--- src/rtl/sha256_msg_ctrl.sv ---
// ---------------------------------------------------------------------------
// sha256_msg_ctrl
// Front-end for the SHA-256 compression core. Collects a byte-granular
// message as big-endian 32-bit words, applies FIPS 180-4 padding and the
// 64-bit bit-length trailer, hands 512-bit blocks plus the chained H value to
// the core one run at a time, and returns the final digest over valid/ready.
//
// Ports
//   clk, rst        clock, synchronous active-high reset
//   s_data/s_valid  message word in (first byte in [31:24]) and its valid
//   s_ready         word accepted this cycle when s_valid is also high
//   s_last/s_bytes  final word marker and its valid byte count (0..4)
//   blk_H/blk_M     chaining value and message block to the core
//   blk_start       one-cycle pulse launching a core run
//   blk_Hout        core result; captured on the first blk_done in WAIT
//   blk_done        core output valid
//   digest          final hash, word a in [255:224]
//   digest_valid    digest available; held until digest_ready
//   digest_ready    consumer accepts the digest
//
// state | meaning
// IDLE  | reload IV, clear counters and block buffer
// LOAD  | accept message words into the block buffer
// ISSUE | pulse blk_start for one cycle
// WAIT  | core busy; capture H on blk_done and pick the next step
// PADX  | build the extra padding/length-only block
// OUT   | present digest until the consumer takes it
// ---------------------------------------------------------------------------
module sha256_msg_ctrl #(
  parameter int LEN_W = 61
) (
  input  logic          clk,
  input  logic          rst,
  input  logic [31:0]   s_data,
  input  logic          s_valid,
  output logic          s_ready,
  input  logic          s_last,
  input  logic [2:0]    s_bytes,
  output logic [255:0]  blk_H,
  output logic [511:0]  blk_M,
  output logic          blk_start,
  input  logic [255:0]  blk_Hout,
  input  logic          blk_done,
  output logic [255:0]  digest,
  output logic          digest_valid,
  input  logic          digest_ready
);

  localparam logic [2:0] ST_IDLE  = 3'd0;
  localparam logic [2:0] ST_LOAD  = 3'd1;
  localparam logic [2:0] ST_ISSUE = 3'd2;
  localparam logic [2:0] ST_WAIT  = 3'd3;
  localparam logic [2:0] ST_PADX  = 3'd4;
  localparam logic [2:0] ST_OUT   = 3'd5;

  localparam logic [255:0] IV = 256'h6a09e667_bb67ae85_3c6ef372_a54ff53a_510e527f_9b05688c_1f83d9ab_5be0cd19;

  logic [2:0]             state_q, state_d;
  logic [255:0]           h_q, h_d;
  logic [LEN_W-1:0]       cnt_q, cnt_d;
  logic [4:0]             idx_q, idx_d;
  // word 0 is the leftmost slice, byte 0 of each word is its MSB byte
  logic [0:15][0:3][7:0]  blk_m_q, blk_m_d;
  logic                   more_q, more_d;
  logic                   need_x_q, need_x_d;
  logic                   fin_q, fin_d;
  logic                   pad_pend_q, pad_pend_d;

  logic [2:0]             b_eff;
  logic [31:0]            keep_mask;
  logic [6:0]             off;
  logic [63:0]            len_bits;

  always_comb begin
    state_d    = state_q;
    h_d        = h_q;
    cnt_d      = cnt_q;
    idx_d      = idx_q;
    blk_m_d    = blk_m_q;
    more_d     = more_q;
    need_x_d   = need_x_q;
    fin_d      = fin_q;
    pad_pend_d = pad_pend_q;
    b_eff      = '0;
    keep_mask  = '0;
    off        = '0;
    len_bits   = '0;

    case (state_q)
      ST_IDLE: begin
        state_d    = ST_LOAD;
        h_d        = IV;
        cnt_d      = '0;
        idx_d      = '0;
        blk_m_d    = '0;
        more_d     = 1'b0;
        need_x_d   = 1'b0;
        fin_d      = 1'b0;
        pad_pend_d = 1'b0;
      end

      ST_LOAD: begin
        if (s_valid) begin
          idx_d = idx_q + 5'd1;
          if (!s_last) begin
            blk_m_d[idx_q[3:0]] = s_data;
            cnt_d = cnt_q + LEN_W'(4);
            if (idx_q[3:0] == 4'd15) begin
              state_d  = ST_ISSUE;
              more_d   = 1'b1;
              need_x_d = 1'b0;
              fin_d    = 1'b0;
            end
          end else begin
            b_eff = (s_bytes > 3'd4) ? 3'd4 : s_bytes;
            case (b_eff)
              3'd0:    keep_mask = 32'h0000_0000;
              3'd1:    keep_mask = 32'hff00_0000;
              3'd2:    keep_mask = 32'hffff_0000;
              3'd3:    keep_mask = 32'hffff_ff00;
              default: keep_mask = 32'hffff_ffff;
            endcase
            blk_m_d[idx_q[3:0]] = s_data & keep_mask;
            cnt_d    = cnt_q + LEN_W'(b_eff);
            len_bits = 64'({cnt_d, 3'b000});
            // byte offset just past the data inside this block (0..64)
            off = {1'b0, idx_q[3:0], 2'b00} + {4'b0000, b_eff};
            if (off < 7'd64)
              blk_m_d[off[5:2]][off[1:0]] = 8'h80;
            if (off <= 7'd55) begin
              blk_m_d[14] = len_bits[63:32];
              blk_m_d[15] = len_bits[31:0];
              fin_d       = 1'b1;
              need_x_d    = 1'b0;
              pad_pend_d  = 1'b0;
            end else begin
              fin_d       = 1'b0;
              need_x_d    = 1'b1;
              // data filled the block exactly; the 0x80 moves to the extra block
              pad_pend_d  = (off == 7'd64);
            end
            more_d  = 1'b0;
            state_d = ST_ISSUE;
          end
        end
      end

      ST_ISSUE: state_d = ST_WAIT;

      ST_WAIT: begin
        if (blk_done) begin
          h_d = blk_Hout;
          if (more_q) begin
            state_d = ST_LOAD;
            idx_d   = '0;
            blk_m_d = '0;
            more_d  = 1'b0;
          end else if (need_x_q) begin
            state_d = ST_PADX;
          end else if (fin_q) begin
            state_d = ST_OUT;
          end else begin
            state_d = ST_IDLE;
          end
        end
      end

      ST_PADX: begin
        len_bits    = 64'({cnt_q, 3'b000});
        blk_m_d     = '0;
        blk_m_d[0]  = pad_pend_q ? 32'h8000_0000 : 32'h0000_0000;
        blk_m_d[14] = len_bits[63:32];
        blk_m_d[15] = len_bits[31:0];
        need_x_d    = 1'b0;
        pad_pend_d  = 1'b0;
        fin_d       = 1'b1;
        state_d     = ST_ISSUE;
      end

      ST_OUT: begin
        if (digest_ready)
          state_d = ST_IDLE;
      end

      default: state_d = ST_IDLE;
    endcase
  end

  always_ff @(posedge clk) begin
    if (rst) begin
      state_q    <= ST_IDLE;
      h_q        <= IV;
      cnt_q      <= '0;
      idx_q      <= '0;
      blk_m_q    <= '0;
      more_q     <= 1'b0;
      need_x_q   <= 1'b0;
      fin_q      <= 1'b0;
      pad_pend_q <= 1'b0;
    end else begin
      state_q    <= state_d;
      h_q        <= h_d;
      cnt_q      <= cnt_d;
      idx_q      <= idx_d;
      blk_m_q    <= blk_m_d;
      more_q     <= more_d;
      need_x_q   <= need_x_d;
      fin_q      <= fin_d;
      pad_pend_q <= pad_pend_d;
    end
  end

  assign s_ready      = (state_q == ST_LOAD);
  assign blk_start    = (state_q == ST_ISSUE);
  assign digest_valid = (state_q == ST_OUT);
  assign digest       = digest_valid ? h_q : '0;
  assign blk_H        = h_q;
  assign blk_M        = blk_m_q;

endmodule

--- config.mk ---
export PLATFORM = sky130hd
export DESIGN_NAME = sha256_msg_ctrl
export DESIGN_NICKNAME = d
export VERILOG_FILES = /design/src/rtl/sha256_msg_ctrl.sv
export SDC_FILE = /design/constraint.sdc
export NUM_CORES = 2
export LEC_CHECK = 0
export BUFFER_PORTS_ARGS = -buffer_cell sky130_fd_sc_hd__buf_2
export CELL_PAD_IN_SITES_DETAIL_PLACEMENT = 0
export CELL_PAD_IN_SITES_GLOBAL_PLACEMENT = 1
export CORE_AREA = 4 4 513 515
export CTS_CLUSTER_DIAMETER = 120
export DETAILED_ROUTE_END_ITERATION = 16
export DIE_AREA = 0 0 517 519
export MAX_ROUTING_LAYER = met4
export PLACE_DENSITY = 0.45
export SLEW_MARGIN = 5
export SYNTH_ARGS = -nofsm -noshare
export SYNTH_HDL_FRONTEND = slang
export SYNTH_SLANG_ARGS = --single-unit
--- constraint.sdc ---
create_clock -name clk -period 5.42 [get_ports clk]
set_clock_uncertainty 0.2 [all_clocks]
set_input_delay 0.813 -clock clk [delete_from_list [all_inputs] [get_ports clk]]
set_output_delay 0.813 -clock clk [all_outputs]
set_load 0.005 [all_outputs]
# ---- Word level (Yosys, flattened, before mapping)
# Index checks and enable logic that the tools add are counted.
dict set report op_classes {
  add_sub_neg 4
  multipliers 0
  div 0
  magnitude_cmp 9
  n_eq_ne 16
  n_shift 0
  mux 58
  n_bitwise 7
  n_reduce_logical 21
}
# operator n
set ops {}
lappend ops {{2-to-1 mux 512 bit} 5}
lappend ops {{case mux 512 bit (4 select lines)} 1}
lappend ops {{bitwise mux 512 bit} 2}
lappend ops {{2-to-1 mux 256 bit} 2}
lappend ops {{case mux 256 bit (2 select lines)} 1}
lappend ops {{bitwise AND 448 bit} 1}
lappend ops {{inverter 448 bit} 1}
lappend ops {{demux 32 bit (select 4 bit)} 2}
lappend ops {{2-to-1 mux 32 bit} 6}
lappend ops {{case mux 32 bit (4 select lines)} 1}
lappend ops {{2-to-1 mux 61 bit} 2}
lappend ops {{case mux 61 bit (2 select lines)} 1}
lappend ops {{2-to-1 mux 64 bit} 1}
lappend ops {{bitwise OR 64 bit} 1}
lappend ops {{adder 61 x 3 -> 61 bit} 1}
lappend ops {{adder 61 x 3 -> 61 bit, second input constant} 1}
lappend ops {{bitwise AND 32 bit} 1}
lappend ops {{2-to-1 mux 3 bit} 9}
lappend ops {{case mux 3 bit (6 select lines)} 1}
lappend ops {{demux 8 bit (select 2 bit)} 1}
lappend ops {{AND reduction 4 bit} 4}
lappend ops {{2-to-1 mux 5 bit} 3}
lappend ops {{case mux 5 bit (3 select lines)} 1}
lappend ops {{2-to-1 mux 1 bit} 14}
lappend ops {{other kinds (30)} 52}
dict set report word_totals {
  regBits 841
  latch_bits 0
  mem_bits_rw 0
  romBits 0
  input_bits 297
  mem_count 0
}

# ---- Longest topological paths before layout
dict set report depth {
  ltp_word 17
  mapped_depth 14
}

# ---- Worst setup path before layout
# Ideal clock, no wire load.
dict set report synth_path {
  path_type {in2reg}
  from {input s_bytes[2]}
  to {register blk_m_q, in the netlist blk_M[37]}
  setup_time_ps 91
  t_arrival_ps 3978
  t_required_ps 5129
  path_slack_ps 1152
  stages 13
  path_cell_list {clkbuf_1 -> clkbuf_1 -> buf_1 -> nor2b_1 -> ha_1 -> inv_1 -> fa_1 -> nor2b_1 -> o21ai_0 -> or4_1 -> buf_2 -> or4_1 -> a311oi_1}
}
dict set report synth_via {
  elab_chain_cells 17
}
# element line_no
set synth_rtl {}
lappend synth_rtl {{start, declared} 38} ;# input logic [2:0] s_bytes,
lappend synth_rtl {{> comparator 3 bit} 115} ;# b_eff = (s_bytes > 3'd4) ? 3'd4 : s_bytes;
lappend synth_rtl {{2-to-1 mux 3 bit *} 115}
lappend synth_rtl {{adder 6 x 3 -> 7 bit} 127} ;# off = {1'b0, idx_q[3:0], 2'b00} + {4'b0000, b_eff};
lappend synth_rtl {{inverter 2 -> 3 bit (not written as such)} 129} ;# blk_m_d[off[5:2]][off[1:0]] = 8'h80;
lappend synth_rtl {{greater-or-equal comparator 3 bit (not written as such) / less-than comparator 3 x 1 -> 1 bit (equally long branches)} 129}
lappend synth_rtl {{logical AND 1 bit (not written as such)} 129}
lappend synth_rtl {{2-to-1 mux 8 bit (not written as such)} 129}
lappend synth_rtl {{demux 8 bit (select 2 bit)} 129}
lappend synth_rtl {{2-to-1 mux 32 bit (not written as such)} 129}
lappend synth_rtl {{demux 32 bit (select 4 bit)} 129}
lappend synth_rtl {{inverter 448 bit (no line)} n/a}
lappend synth_rtl {{bitwise AND 448 bit (no line)} n/a}
lappend synth_rtl {{2-to-1 mux 512 bit} 128} ;# if (off < 7'd64)
lappend synth_rtl {{2-to-1 mux 64 bit *} 130} ;# if (off <= 7'd55) begin
lappend synth_rtl {{2-to-1 mux 512 bit *} 105} ;# if (!s_last) begin
lappend synth_rtl {{2-to-1 mux 512 bit *} 103} ;# if (s_valid) begin
lappend synth_rtl {{case mux 512 bit (4 select lines) *} 89} ;# case (state_q)
lappend synth_rtl {{end signal, assigned} 205} ;# blk_m_q <= blk_m_d;
lappend synth_rtl {{end, declared} 63} ;# logic [0:15][0:3][7:0] blk_m_q, blk_m_d;
# Every way passes the cells marked *; elsewhere a longest branch is shown, timed or not. The select of a mux whose other input is x is not followed.
# A chain may end at the register's enable or synchronous reset.

# ---- Worst setup path after layout
dict set report layout_path {
  from {register state_q[2]}
  to {output digest[101]}
}
dict set report layout_via {
  elab_chain_cells 2
}
# element line_no
set layout_rtl {}
lappend layout_rtl {{start, declared} 58} ;# logic [2:0] state_q, state_d;
lappend layout_rtl {{start signal, assigned} 201} ;# state_q <= state_d;
lappend layout_rtl {{== test 3 bit} 215} ;# assign digest_valid = (state_q == ST_OUT);
lappend layout_rtl {{2-to-1 mux 256 bit} 216} ;# assign digest = digest_valid ? h_q : '0;
lappend layout_rtl {{end, declared} 44} ;# output logic [255:0] digest,
# Every way passes these cells.

==> flow_summary.toml <==
[power]
seqPwrFrac_pct = 38.4
combPwrFrac_pct = 12.7
power.leakage_nw = 21.7
p_sw_mw = 5.08
power_mw = 16.5
peakVddDrop_mv = 0.257
power_density_nw_per_um2 = 304
switching_share_pct = 30.8
clockPowerShare_pct = 48.9
p_int_mw = 11.4

[yosys]
synth_compound_area_share_pct = 28.0
muxShareOfSynthArea_pct = 0.232
yosysTopAreaCellShare_pct = 42.7
synth.distinct_cells = 84
synth-edff-count = 0
yosysTopAreaCell = "dfxtp_1"
synth-xor-area-share_pct = 0.778
synth_simple_gate_area_share_pct = 23.0
synthArstFlopShare_pct = 0
synth_nets = 5270
synth-seq-area-share_pct = 42.7
ys_ff_latch = 840
syn_area_per_cell_um2 = 7.95
synth_fa_ha_area_share_pct = 0.368
synth_top_family_by_area = "compound AO/OA/AOI/OAI gates"
yosys_most_used_dff = "dfxtp_1"
synth_area_leaders = "dfxtp_1, a21oi_1, a22o_1"
yosys_warnings = 0
netlist_instances = 4962
netlist_area_um2 = 39400

[clocking]
clk_pin_slew_ns = 0.06
cts_max_path_buffers = 3
numCtsBuffers = 111
cts-resized-gates = 0
ctsHoldBuffers = 0
htree_levels = 3
clk_latency_ns = 0.80
cts_tree = "yes"
cts_sinks = 840
cts-root-buf = "clkbuf_16"
post-cts-setup-buffer-count = 0

[floorplanning]
die_h_um = 519
rows = 187
die_area_um2 = 268000
coreArea_um2 = 259000
io_pins = 1324
start_util_pct = 15.2
fp.dieW_um = 517

[setup_path]
r2r_slack_ns = 1.35
required_ns = 4.41
critPathLaunch = "state_q[2]$_SDFFE_PP0P_"
crit_cells = 7
r2r_cells = 8
r2r_end = "blk_M[309]$_SDFFE_PP0P_"
cp-start-kind = "register"
endpoint = "digest[101]"
reg2reg_from = "idx_q[0]$_SDFFE_PP0P_"
slowest_delay_ns = 0.59
cp_cell_sequence = "buf_4 > nand2b_1 > nor2_4 > buf_4 > buf_4 > and2_1 > buf_2"
cp_common_cell = "buf_4"
crit_family = "simple AND/OR/NAND/NOR gates"
critPathKind = "reg2out"
slowest_stage = "nor2_4"
worst-path-buf-inv = 4
critPathCaptureType = "primary output"
path_max_fanout = 22
arrival_ns = 3.33

[final_layout]
post-route-util_pct = 21.0
final_nets = 6408
drive_above_1_share_pct = 28.4
design_area_um2 = 54300
register_area_um2 = 16800
syn2layout_area_growth_pct = 37.8
fill_cells = 29200
multi_input_area_um2 = 20900

[placement]
placed_area_um2 = 50200
hpwl_um = 257000
gp_congestion = 0.930
io_buffers = 1323

[sta]
post-route-period-util_pct = 80.1
period_needed_ns = 4.34
slew_violations = 0
max_freq_ghz = 0.230
whs_ns = 0.0921
finalSetupTns_ns = 0
setup_violations = 0
rsz0062_at_grt = "false"
tightest_slew_ns = 1.27
finalHoldViolations = 0
slew-limit-headroom_pct = 14.8

[grt]
grt_pass1_vias = 44200
grt_usage_pct = 23.9
grt_max_degree = 127
antenna_found_initial = 71
overflow = 0
grt_pass1_wl_um = 430000

[routing]
wl_um = 330000
post-route-drc-count = 0
via_count = 46700
drtIter0Drc = 4497
drtAntennaViolNets = 0
dr.pass1.iters = 6
wl_per_cell_um = 34.2
viasPerCell = 4.84

[status]
status = "finished, final reports clean"

[run]
max-cap-violations = 0

[min_path]
hold_class = "in2reg"
## stage by stage
stage	cells	setup WS, ns
floorplan	4962	1.15
global placement	9389	0.757
detailed placement	9389	0.742
CTS	9594	0.940
global route	9633	0.885
finish	9649	1.08
## layer usage
metal	vias to the layer above	track usage, %	wire [um]
li1	20400	-	-
met2	2317	39.7	159000
met3	447	7.90	31000
met5	-	-	0
met4	0	10.2	16100
met1	23600	26.2	123000
## cell families (layout without fill, tap and decap cells)
kind of cell | Yosys count | in the layout
compound gates | 1679 | 1679
xor+xnor | 35 | 35
fa+ha+maj | 11 | 11
buf+inv | 512 | 1742
flops | 840 | 840
mux | 9 | 9
other cells | 0 | 55
simple gates | 1876 | 1876
## cells in the mapped netlist (10+ instances only)
| cell type | instances |
|---|---|
| a211oi_1 | 43 |
| a21boi_0 | 14 |
| a21o_1 | 20 |
| a21oi_1 | 481 |
| a221oi_1 | 13 |
| a222oi_1 | 10 |
| a22o_1 | 253 |
| a22oi_1 | 106 |
| a311oi_1 | 22 |
| a31oi_1 | 40 |
| a32o_1 | 17 |
| and2_1 | 293 |
| and3_1 | 33 |
| and4_1 | 15 |
| buf_1 | 46 |
| buf_2 | 10 |
| clkbuf_1 | 424 |
| dfxtp_1 | 840 |
| ha_1 | 10 |
| inv_1 | 24 |
| nand2_1 | 530 |
| nand2b_1 | 18 |
| nand3_1 | 213 |
| nand4_1 | 46 |
| nor2_1 | 390 |
| nor2b_1 | 16 |
| nor3_1 | 217 |
| nor4_1 | 34 |
| o211ai_1 | 54 |
| o21a_1 | 21 |
| o21ai_0 | 354 |
| o21ai_1 | 21 |
| o221ai_1 | 55 |
| o22ai_1 | 22 |
| o31ai_1 | 27 |
| or3_1 | 20 |
| xnor2_1 | 23 |
| xor2_1 | 12 |
## tightest hold or removal path, stage by stage
cell and delay (ns):
buf_2 0.09, nand3_1 0.06, a21oi_1 0.06
## how the worst min path moves through the flow
stage / from / end / slack, ns / cells past startpoint
final: blk_Hout[17] / blk_H[17]$_SDFFE_PP0P_ / 0.09 / 3
after global routing: blk_Hout[107] / blk_H[107]$_SDFFE_PP0P_ / 0.05 / 3
after CTS: blk_Hout[38] / blk_H[38]$_SDFFE_PP0P_ / 0.01 / 3
after detailed placement: blk_M[66]$_SDFFE_PP0P_ / blk_M[66]$_SDFFE_PP0P_ / 0.24 / 2
after global placement: blk_M[66]$_SDFFE_PP0P_ / blk_M[66]$_SDFFE_PP0P_ / 0.24 / 2
after floorplan: fin_q$_SDFFE_PP0P_ / fin_q$_SDFFE_PP0P_ / 0.24 / 2
## power groups by stage
| stage | clock [mW] | sequential [mW] | combinational [mW] |
|---|---|---|---|
| after detailed placement | 0 | 6.47 | 2.08 |
| after global placement | 0 | 6.47 | 2.08 |
| final | 8.07 | 6.33 | 2.09 |
| after floorplan | 0 | 6.42 | 0.921 |
| after global routing | 8.45 | 6.33 | 2.18 |
| after CTS | 8.25 | 6.33 | 2.08 |
## flip-flops by register name, summed over array words and instances, names as in the netlist
| register | flops |
|---|---|
| pad_pend_q | 1 |
| need_x_q | 1 |
| idx_q | 4 |
| blk_H | 256 |
| more_q | 1 |
| blk_M | 512 |
| cnt_q | 61 |
| state_q | 3 |
| fin_q | 1 |
## layout make-up
type                    count  area share [%]
multi-input cells        3610            38.4
flip-flops and latches    840            31.0
repair buffers           1510            15.0
well taps                3402            7.84
clock buffers             153            5.86
clock inverters            52            1.43
diodes                     55           0.253
inverters                  27           0.196
## cell usage in the layout (no fill, tap or decap), types with 17 or more instances in the layout
cell,netlist,routed
dfxtp_1,840,840
a32o_1,17,17
nor2_1,390,381
nand4_1,46,46
o21a_1,21,21
and3_1,33,32
diode_2,0,55
nand2_1,530,529
buf_4,4,176
nand3_1,213,212
a22oi_1,106,106
clkbuf_16,0,111
clkinv_2,0,18
a211oi_1,43,38
o211ai_1,54,54
nor4_1,34,34
a22o_1,253,253
and2_1,293,293
inv_1,24,24
o21ai_0,354,353
nand2b_1,18,18
or3_1,20,20
o31ai_1,27,25
nor3_1,217,215
a311oi_1,22,22
o22ai_1,22,22
o21ai_1,21,19
a31oi_1,40,38
clkbuf_1,424,17
o221ai_1,55,55
a21o_1,20,20
a21oi_1,481,479
buf_2,10,1322
xnor2_1,23,23
clkbuf_8,0,25
(Power assumes the default switching activity.)
